--- config.mk ---
export PLATFORM = sky130hd
export DESIGN_NAME = mm_cdr_acq_ctrl
export DESIGN_NICKNAME = d
export VERILOG_FILES = /design/src/rtl/mm_cdr_acq_pkg.sv /design/src/rtl/mm_cdr_lock_det.sv /design/src/rtl/mm_cdr_acq_ctrl.sv
export SDC_FILE = /design/constraint.sdc
export NUM_CORES = 1
export LEC_CHECK = 0
export BUFFER_PORTS_ARGS = -buffer_cell sky130_fd_sc_hd__buf_2
export CELL_PAD_IN_SITES_DETAIL_PLACEMENT = 2
export CELL_PAD_IN_SITES_GLOBAL_PLACEMENT = 2
export CORE_MARGIN = 4
export CORE_UTILIZATION = 33
export DETAILED_ROUTE_END_ITERATION = 10
export GPL_ROUTABILITY_DRIVEN = 0
export PLACE_DENSITY_LB_ADDON = 0.1
export SETUP_SLACK_MARGIN = 0.02
export SYNTH_ARGS = -nofsm -noshare
export SYNTH_HDL_FRONTEND = slang
export SYNTH_HIERARCHICAL = 1
export SYNTH_SLANG_ARGS = --single-unit
--- constraint.sdc ---
create_clock -name clk -period 5.95 [get_ports clk]
set_input_delay 0.595 -clock clk [delete_from_list [all_inputs] [get_ports clk]]
set_output_delay 0.595 -clock clk [all_outputs]
set_load 0.02 [all_outputs]
--- src/rtl/mm_cdr_acq_pkg.sv ---
// Shared types and default widths for the Mueller-Muller CDR acquisition sequencer.
// The optional relock-on-loss behaviour is selected in the top by MM_CDR_ACQ_RELOCK_EN.
package mm_cdr_acq_pkg;

  localparam int GAIN_W_DEF  = 5;
  localparam int PHASE_W_DEF = 10;
  localparam int DWELL_W_DEF = 16;
  localparam int LOCK_W_DEF  = 12;

  // Encodings are visible on the debug readback port, so they are pinned explicitly.
  typedef enum logic [2:0] {
    IDLE      = 3'd0,
    PHASE_ACQ = 3'd1,
    FREQ_ACQ  = 3'd2,
    GEAR      = 3'd3,
    TRACK     = 3'd4
  } acq_state_e;

endpackage

--- src/rtl/mm_cdr_lock_det.sv ---
// Lock detector for the CDR phase estimate: modulo phase step against a reference,
// window compare, saturating qualification counter, lock flag and loss-of-lock pulse.
module mm_cdr_lock_det
  import mm_cdr_acq_pkg::*;
#(
  parameter int PHASE_W = PHASE_W_DEF,
  parameter int LOCK_W  = LOCK_W_DEF
) (
  input  logic               clk,
  input  logic               rst,
  input  logic               active,
  input  logic               clear,
  input  logic [PHASE_W-1:0] phase_est,
  input  logic [PHASE_W-2:0] lock_window,
  input  logic [LOCK_W-1:0]  lock_target,
  output logic               locked,
  output logic               lol,
  output logic               loss
);

  logic [PHASE_W-1:0] phase_ref;
  logic [PHASE_W-1:0] step;
  logic [PHASE_W-1:0] step_mag;
  logic [LOCK_W-1:0]  lock_cnt;
  logic [LOCK_W-1:0]  cnt_next;
  logic               in_window;

  // Wrapping subtraction makes a PI-code rollover look like a small step.
  assign step     = phase_est - phase_ref;
  assign step_mag = step[PHASE_W-1] ? (~step + PHASE_W'(1)) : step;
  assign in_window = (step_mag <= {1'b0, lock_window});

  assign cnt_next = (lock_cnt >= lock_target) ? lock_target : lock_cnt + LOCK_W'(1);

  // Loss is only a real event while qualifying in TRACK and not being torn down.
  assign loss = active && !clear && !in_window && locked;

  // NOTE: every register here uses <= so all updates see pre-edge values, like the hardware.
  always_ff @(posedge clk) begin
    if (rst) begin
      phase_ref <= '0;
      lock_cnt  <= '0;
      locked    <= 1'b0;
      lol       <= 1'b0;
    end else if (clear || !active) begin
      // Reference follows the estimate until TRACK, so it holds the entry value.
      phase_ref <= phase_est;
      lock_cnt  <= '0;
      locked    <= 1'b0;
      lol       <= 1'b0;
    end else if (in_window) begin
      lock_cnt <= cnt_next;
      if (cnt_next == lock_target) begin
        locked <= 1'b1;
      end
      lol <= 1'b0;
    end else begin
      phase_ref <= phase_est;
      lock_cnt  <= '0;
      locked    <= 1'b0;
      lol       <= locked;
    end
  end

endmodule

--- src/rtl/mm_cdr_acq_ctrl.sv ---
// Acquisition and gain-scheduling sequencer for the Mueller-Muller CDR loop.
// Define MM_CDR_ACQ_RELOCK_EN to restart acquisition automatically on loss of lock.
module mm_cdr_acq_ctrl
  import mm_cdr_acq_pkg::*;
#(
  parameter int GAIN_W  = GAIN_W_DEF,
  parameter int PHASE_W = PHASE_W_DEF,
  parameter int DWELL_W = DWELL_W_DEF,
  parameter int LOCK_W  = LOCK_W_DEF
) (
  input  logic               clk,
  input  logic               rst,
  input  logic               en,
  input  logic [GAIN_W-1:0]  kp_acq,
  input  logic [GAIN_W-1:0]  ki_acq,
  input  logic [GAIN_W-1:0]  kp_trk,
  input  logic [GAIN_W-1:0]  ki_trk,
  input  logic [DWELL_W-1:0] dwell_cycles,
  input  logic [PHASE_W-2:0] lock_window,
  input  logic [LOCK_W-1:0]  lock_target,
  input  logic [PHASE_W-1:0] phase_est,
  output logic [GAIN_W-1:0]  kp,
  output logic [GAIN_W-1:0]  ki,
  output logic               en_freq_est,
  output logic               en_clamp,
  output logic               locked,
  output logic               lol,
  output logic [2:0]         state
);

`ifdef MM_CDR_ACQ_RELOCK_EN
  localparam bit RELOCK = 1'b1;
`else
  localparam bit RELOCK = 1'b0;
`endif

  acq_state_e         state_q, state_d;
  logic [GAIN_W-1:0]  kp_q, kp_d;
  logic [GAIN_W-1:0]  ki_q, ki_d;
  logic               frq_q, frq_d;
  logic               clamp_q, clamp_d;
  logic [DWELL_W-1:0] dwell_q, dwell_d;
  logic [DWELL_W-1:0] dwell_load;
  logic               dwell_exp;
  logic               loss_evt;

  // A zero dwell setting behaves as a one-cycle dwell.
  assign dwell_load = (dwell_cycles == '0) ? '0 : dwell_cycles - DWELL_W'(1);
  assign dwell_exp  = (dwell_q == '0);

  // NOTE: every output of this block gets a default first, so no path can infer a latch.
  always_comb begin
    state_d = state_q;
    kp_d    = kp_q;
    ki_d    = ki_q;
    frq_d   = frq_q;
    clamp_d = clamp_q;
    dwell_d = dwell_q;

    if (!en) begin
      state_d = IDLE;
      kp_d    = '0;
      ki_d    = '0;
      frq_d   = 1'b0;
      clamp_d = 1'b0;
      dwell_d = '0;
    end else begin
      unique case (state_q)
        IDLE: begin
          state_d = PHASE_ACQ;
          kp_d    = kp_acq;
          ki_d    = '0;
          frq_d   = 1'b0;
          clamp_d = 1'b1;
          dwell_d = dwell_load;
        end
        PHASE_ACQ: begin
          if (dwell_exp) begin
            state_d = FREQ_ACQ;
            ki_d    = ki_acq;
            frq_d   = 1'b1;
            clamp_d = 1'b1;
            dwell_d = dwell_load;
          end else begin
            dwell_d = dwell_q - DWELL_W'(1);
          end
        end
        FREQ_ACQ: begin
          if (dwell_exp) begin
            state_d = GEAR;
            // Gains below target jump straight to it; the schedule only steps down.
            if (kp_q < kp_trk) kp_d = kp_trk;
            if (ki_q < ki_trk) ki_d = ki_trk;
            dwell_d = dwell_load;
          end else begin
            dwell_d = dwell_q - DWELL_W'(1);
          end
        end
        GEAR: begin
          if (dwell_exp) begin
            if (kp_q == kp_trk && ki_q == ki_trk) begin
              state_d = TRACK;
              frq_d   = 1'b1;
              clamp_d = 1'b0;
            end else begin
              kp_d = (kp_q > kp_trk) ? kp_q - GAIN_W'(1) : kp_trk;
              ki_d = (ki_q > ki_trk) ? ki_q - GAIN_W'(1) : ki_trk;
            end
            dwell_d = dwell_load;
          end else begin
            dwell_d = dwell_q - DWELL_W'(1);
          end
        end
        TRACK: begin
          kp_d = kp_trk;
          ki_d = ki_trk;
          if (RELOCK && loss_evt) begin
            state_d = PHASE_ACQ;
            kp_d    = kp_acq;
            ki_d    = '0;
            frq_d   = 1'b0;
            clamp_d = 1'b1;
            dwell_d = dwell_load;
          end
        end
        default: begin
          state_d = IDLE;
          kp_d    = '0;
          ki_d    = '0;
          frq_d   = 1'b0;
          clamp_d = 1'b0;
          dwell_d = '0;
        end
      endcase
    end
  end

  always_ff @(posedge clk) begin
    if (rst) begin
      state_q <= IDLE;
      kp_q    <= '0;
      ki_q    <= '0;
      frq_q   <= 1'b0;
      clamp_q <= 1'b0;
      dwell_q <= '0;
    end else begin
      state_q <= state_d;
      kp_q    <= kp_d;
      ki_q    <= ki_d;
      frq_q   <= frq_d;
      clamp_q <= clamp_d;
      dwell_q <= dwell_d;
    end
  end

  // Disabling tears down TRACK without flagging it as a loss of lock.
  mm_cdr_lock_det #(
    .PHASE_W (PHASE_W),
    .LOCK_W  (LOCK_W)
  ) u_lock_det (
    .clk         (clk),
    .rst         (rst),
    .active      (state_q == TRACK),
    .clear       (!en),
    .phase_est   (phase_est),
    .lock_window (lock_window),
    .lock_target (lock_target),
    .locked      (locked),
    .lol         (lol),
    .loss        (loss_evt)
  );

  assign kp          = kp_q;
  assign ki          = ki_q;
  assign en_freq_est = frq_q;
  assign en_clamp    = clamp_q;
  assign state       = state_q;

endmodule

==> impl_metrics.tcl <==
set metrics [dict create \
    worst_slew_pin_slew_ns 0.8616 \
    crit_type "input port to flip-flop" \
    slew_viol_final 0 \
    antenna_cells 0 \
    cp_num_cells 17 \
    layout_min_cycle_time_ns 4.454 \
    yosys_warnings 6 \
    cp_max_fo 13 \
    cts_buffers 5 \
    rsz0062_at_grt "no" \
    drv_cap 0 \
    nets 843 \
    yosysTopAreaCellShare 0.2158 \
    finalSetupTns_ns 0 \
    first_iter_violations 176 \
    yosysSeqAreaShare 0.2158 \
    final_antenna_net_count 0 \
    drt-wirelength-per-cell_um 18.25 \
    io_pins 87 \
    cp_slowest_cell "or2b_2" \
    synthCells 647 \
    ir_worst_vdd_v 0.0001003 \
    whs_path_depth 2 \
    slew_headroom 0.4212 \
    grt_max_degree 37 \
    min_to "u_lock_det/phase_ref[7]" \
    post-place-cells 906 \
    cts_resized 0 \
    synth.most_common_cell "dfxtp_1" \
    post-cts-setup-buffer-count 0 \
    layout-drive-gt1-share 0.1625 \
    port_buffers 86 \
    status "finished clean" \
    antenna_found_initial 0 \
    fillerInstances 1796 \
    critPathMaxStageDelay_ns 0.44 \
    synth_top_flop_cell "dfxtp_1" \
    area_growth_pct 15.06 \
    cts_hold_buffers 0 \
    crit_required_ns 6.12 \
    htree_levels 2 \
    startpoint_type "input port" \
    clk_latency_ns 0.31 \
    post-route-drc-count 0 \
    vias 5104 \
    min_from "u_lock_det/phase_ref[7]" \
    drt-pass1-iter-count 4 \
    die_h_um 132.3 \
    syn-cell-area_um2 5101 \
    overflow 0 \
    core_area_um2 15150 \
    core.rowCount 45 \
    timing.final.crit_share 0.7486 \
    synthesis.nets 765 \
    rr_startpoint "u_lock_det/phase_ref[0]" \
    critical_path.cell_chain "buf_2, inv_1, ha_1, fa_1, nor2b_1, o22ai_2, xnor2_1, or3_1, or3_4, nand2_1, xor2_1, ha_1, a211o_1, o221ai_1, o31ai_4, or2b_2, a2111oi_0" \
    crit_top_cell "ha_1" \
    final_cells 914 \
    finalSetupViolCount 0 \
    synth_edf_count 0 \
    grt_use_total 0.1905 \
    final.setup_skew_ns 0.01175 \
    p_per_area_nw_per_um2 198.3 \
    end_kind "flip-flop" \
    grt_pass1_vias 5627 \
    cts_sinks 55 \
    worst-path-buf-inv 2 \
    synthTopCellsByArea "dfxtp_1, ha_1, xnor2_1" \
    clkTransAtPathRegs_ns 0.08 \
    tritoncts "yes" \
    dieArea_um2 17510 \
    async_reset_ff_frac 0 \
    ys_top_cells_by_count "dfxtp_1, nand2_1, inv_1" \
    yosysUniqueCellTypes 76 \
    yosysTopAreaCell "dfxtp_1" \
    critPathTopFamily "simple AND/OR/NAND/NOR gates" \
    cp-startpoint "phase_est[0]" \
    synth_seq_cells 55 \
    post_drt_via_cell_ratio 5.584 \
    initial_core_util 0.3368 \
    clock_path_buffers 2 \
    cp.arrival_ns 4.63 \
    hold_path_class "flip-flop to flip-flop" \
    die_width_um 132.3 \
    regToRegSetupSlack_ns 1.57 \
    grt_pass1_wl_um 27960 \
    rr_worst_depth 15 \
    timing.rr.end "u_lock_det/lock_cnt[4]" \
    max_clock_freq_mhz 224.5 \
    wirelength_um 16680 \
    dp_hpwl_um 13290 \
    avgSynthCellArea_um2 7.884 \
    finalHoldViolations 0 \
    power_w 0.001164 \
    cts_root_buf "clkbuf_16" \
    p_leak_nw 2.533 \
]
## report_power, final
| part | internal [W] | switching (W) |
|---|---|---|
| combinational | 0.000170 | 0.000225 |
| clock | 0.000201 | 0.000160 |
| sequential | 0.000386 | 0.0000220 |
| total | 0.000756 | 0.000407 |
## how the worst max path moves through the flow
stage                              end  slack, ns
2_1_floorplan  u_lock_det/lock_cnt[11]       1.65
5_1_grt         u_lock_det/lock_cnt[4]       1.19
3_5_place_dp    u_lock_det/lock_cnt[4]       1.12
6_report        u_lock_det/lock_cnt[4]       1.50
4_1_cts         u_lock_det/lock_cnt[4]       1.44
3_3_place_gp   u_lock_det/phase_ref[0]       1.35
## routing by layer
layer / part of all wire / track usage
met5: 0 / 0
met4: 0.010 / 0.03984
met3: 0.021 / 0.02405
met2: 0.52 / 0.3559
met1: 0.45 / 0.2331
## per-stage QoR
step,util,worst slack [ns],cell area (um2),hold WS (ns)
after floorplan,-,1.655,5101,0.4513
after global placement,0.3762,1.349,5698,0.4627
after CTS,0.3875,1.444,5869,0.4891
final,0.3875,1.496,5869,0.4798
after global routing,0.3875,1.194,5869,0.5157
after detailed placement,0.3762,1.119,5698,0.4783
## logic make-up (layout without fill, tap and decap cells)
| group | after synthesis | after routing | synth area share |
|---|---|---|---|
| and+or+nand+nor | 241 | 241 | 0.2463 |
| AOI/OAI and AO/OA | 155 | 155 | 0.2205 |
| buffers and inverters | 73 | 152 | 0.05911 |
| xor gates and xnor gates | 55 | 55 | 0.09983 |
| DFF | 55 | 55 | 0.2158 |
| adders and majority gates | 48 | 48 | 0.1192 |
| muxes | 20 | 20 | 0.03924 |
## sequential cells by signal, summed over array words and instances, names as in the netlist
name / count
en_clamp: 1
u_lock_det/phase_ref: 10
dwell_q: 16
u_lock_det/lock_cnt: 12
u_lock_det/lol: 1
en_freq_est: 1
kp: 5
ki: 5
state: 3
u_lock_det/locked: 1
## area by class of cell
cell class,count,area (um2),area share
clock inverters,3,46.29,0.007887
flip-flops and latches,55,1101,0.1876
inverters,54,202.7,0.03453
well taps,188,235.2,0.04008
multi-input cells,519,3699,0.6301
repair buffers,90,460.4,0.07845
clock buffers,5,125.1,0.02132
## placed cells by master (no fill, tap or decap), types with 6 or more instances in the layout
cell type  count
inv_1         53
xnor2_1       29
nand3_1       20
a22o_1         8
xor2_1        24
nand2_1       54
nor4_1        11
mux2i_1       20
a21oi_1       30
a2111oi_0     11
nand4_1        7
nor2b_1        8
o21a_1         8
dfxtp_1       55
nand2b_1      26
nor2_1        50
a31oi_1        8
ha_1          47
buf_2         86
o221ai_1       7
a22oi_1        6
and3_1         6
o21ai_0       25
nor3_1        22
## tightest hold or removal path, stage by stage, from the launching register on
cell	delay [ns]
dfxtp_1	0.31
nand2b_1	0.06
mux2i_1	0.06
(Power assumes the default switching activity.)
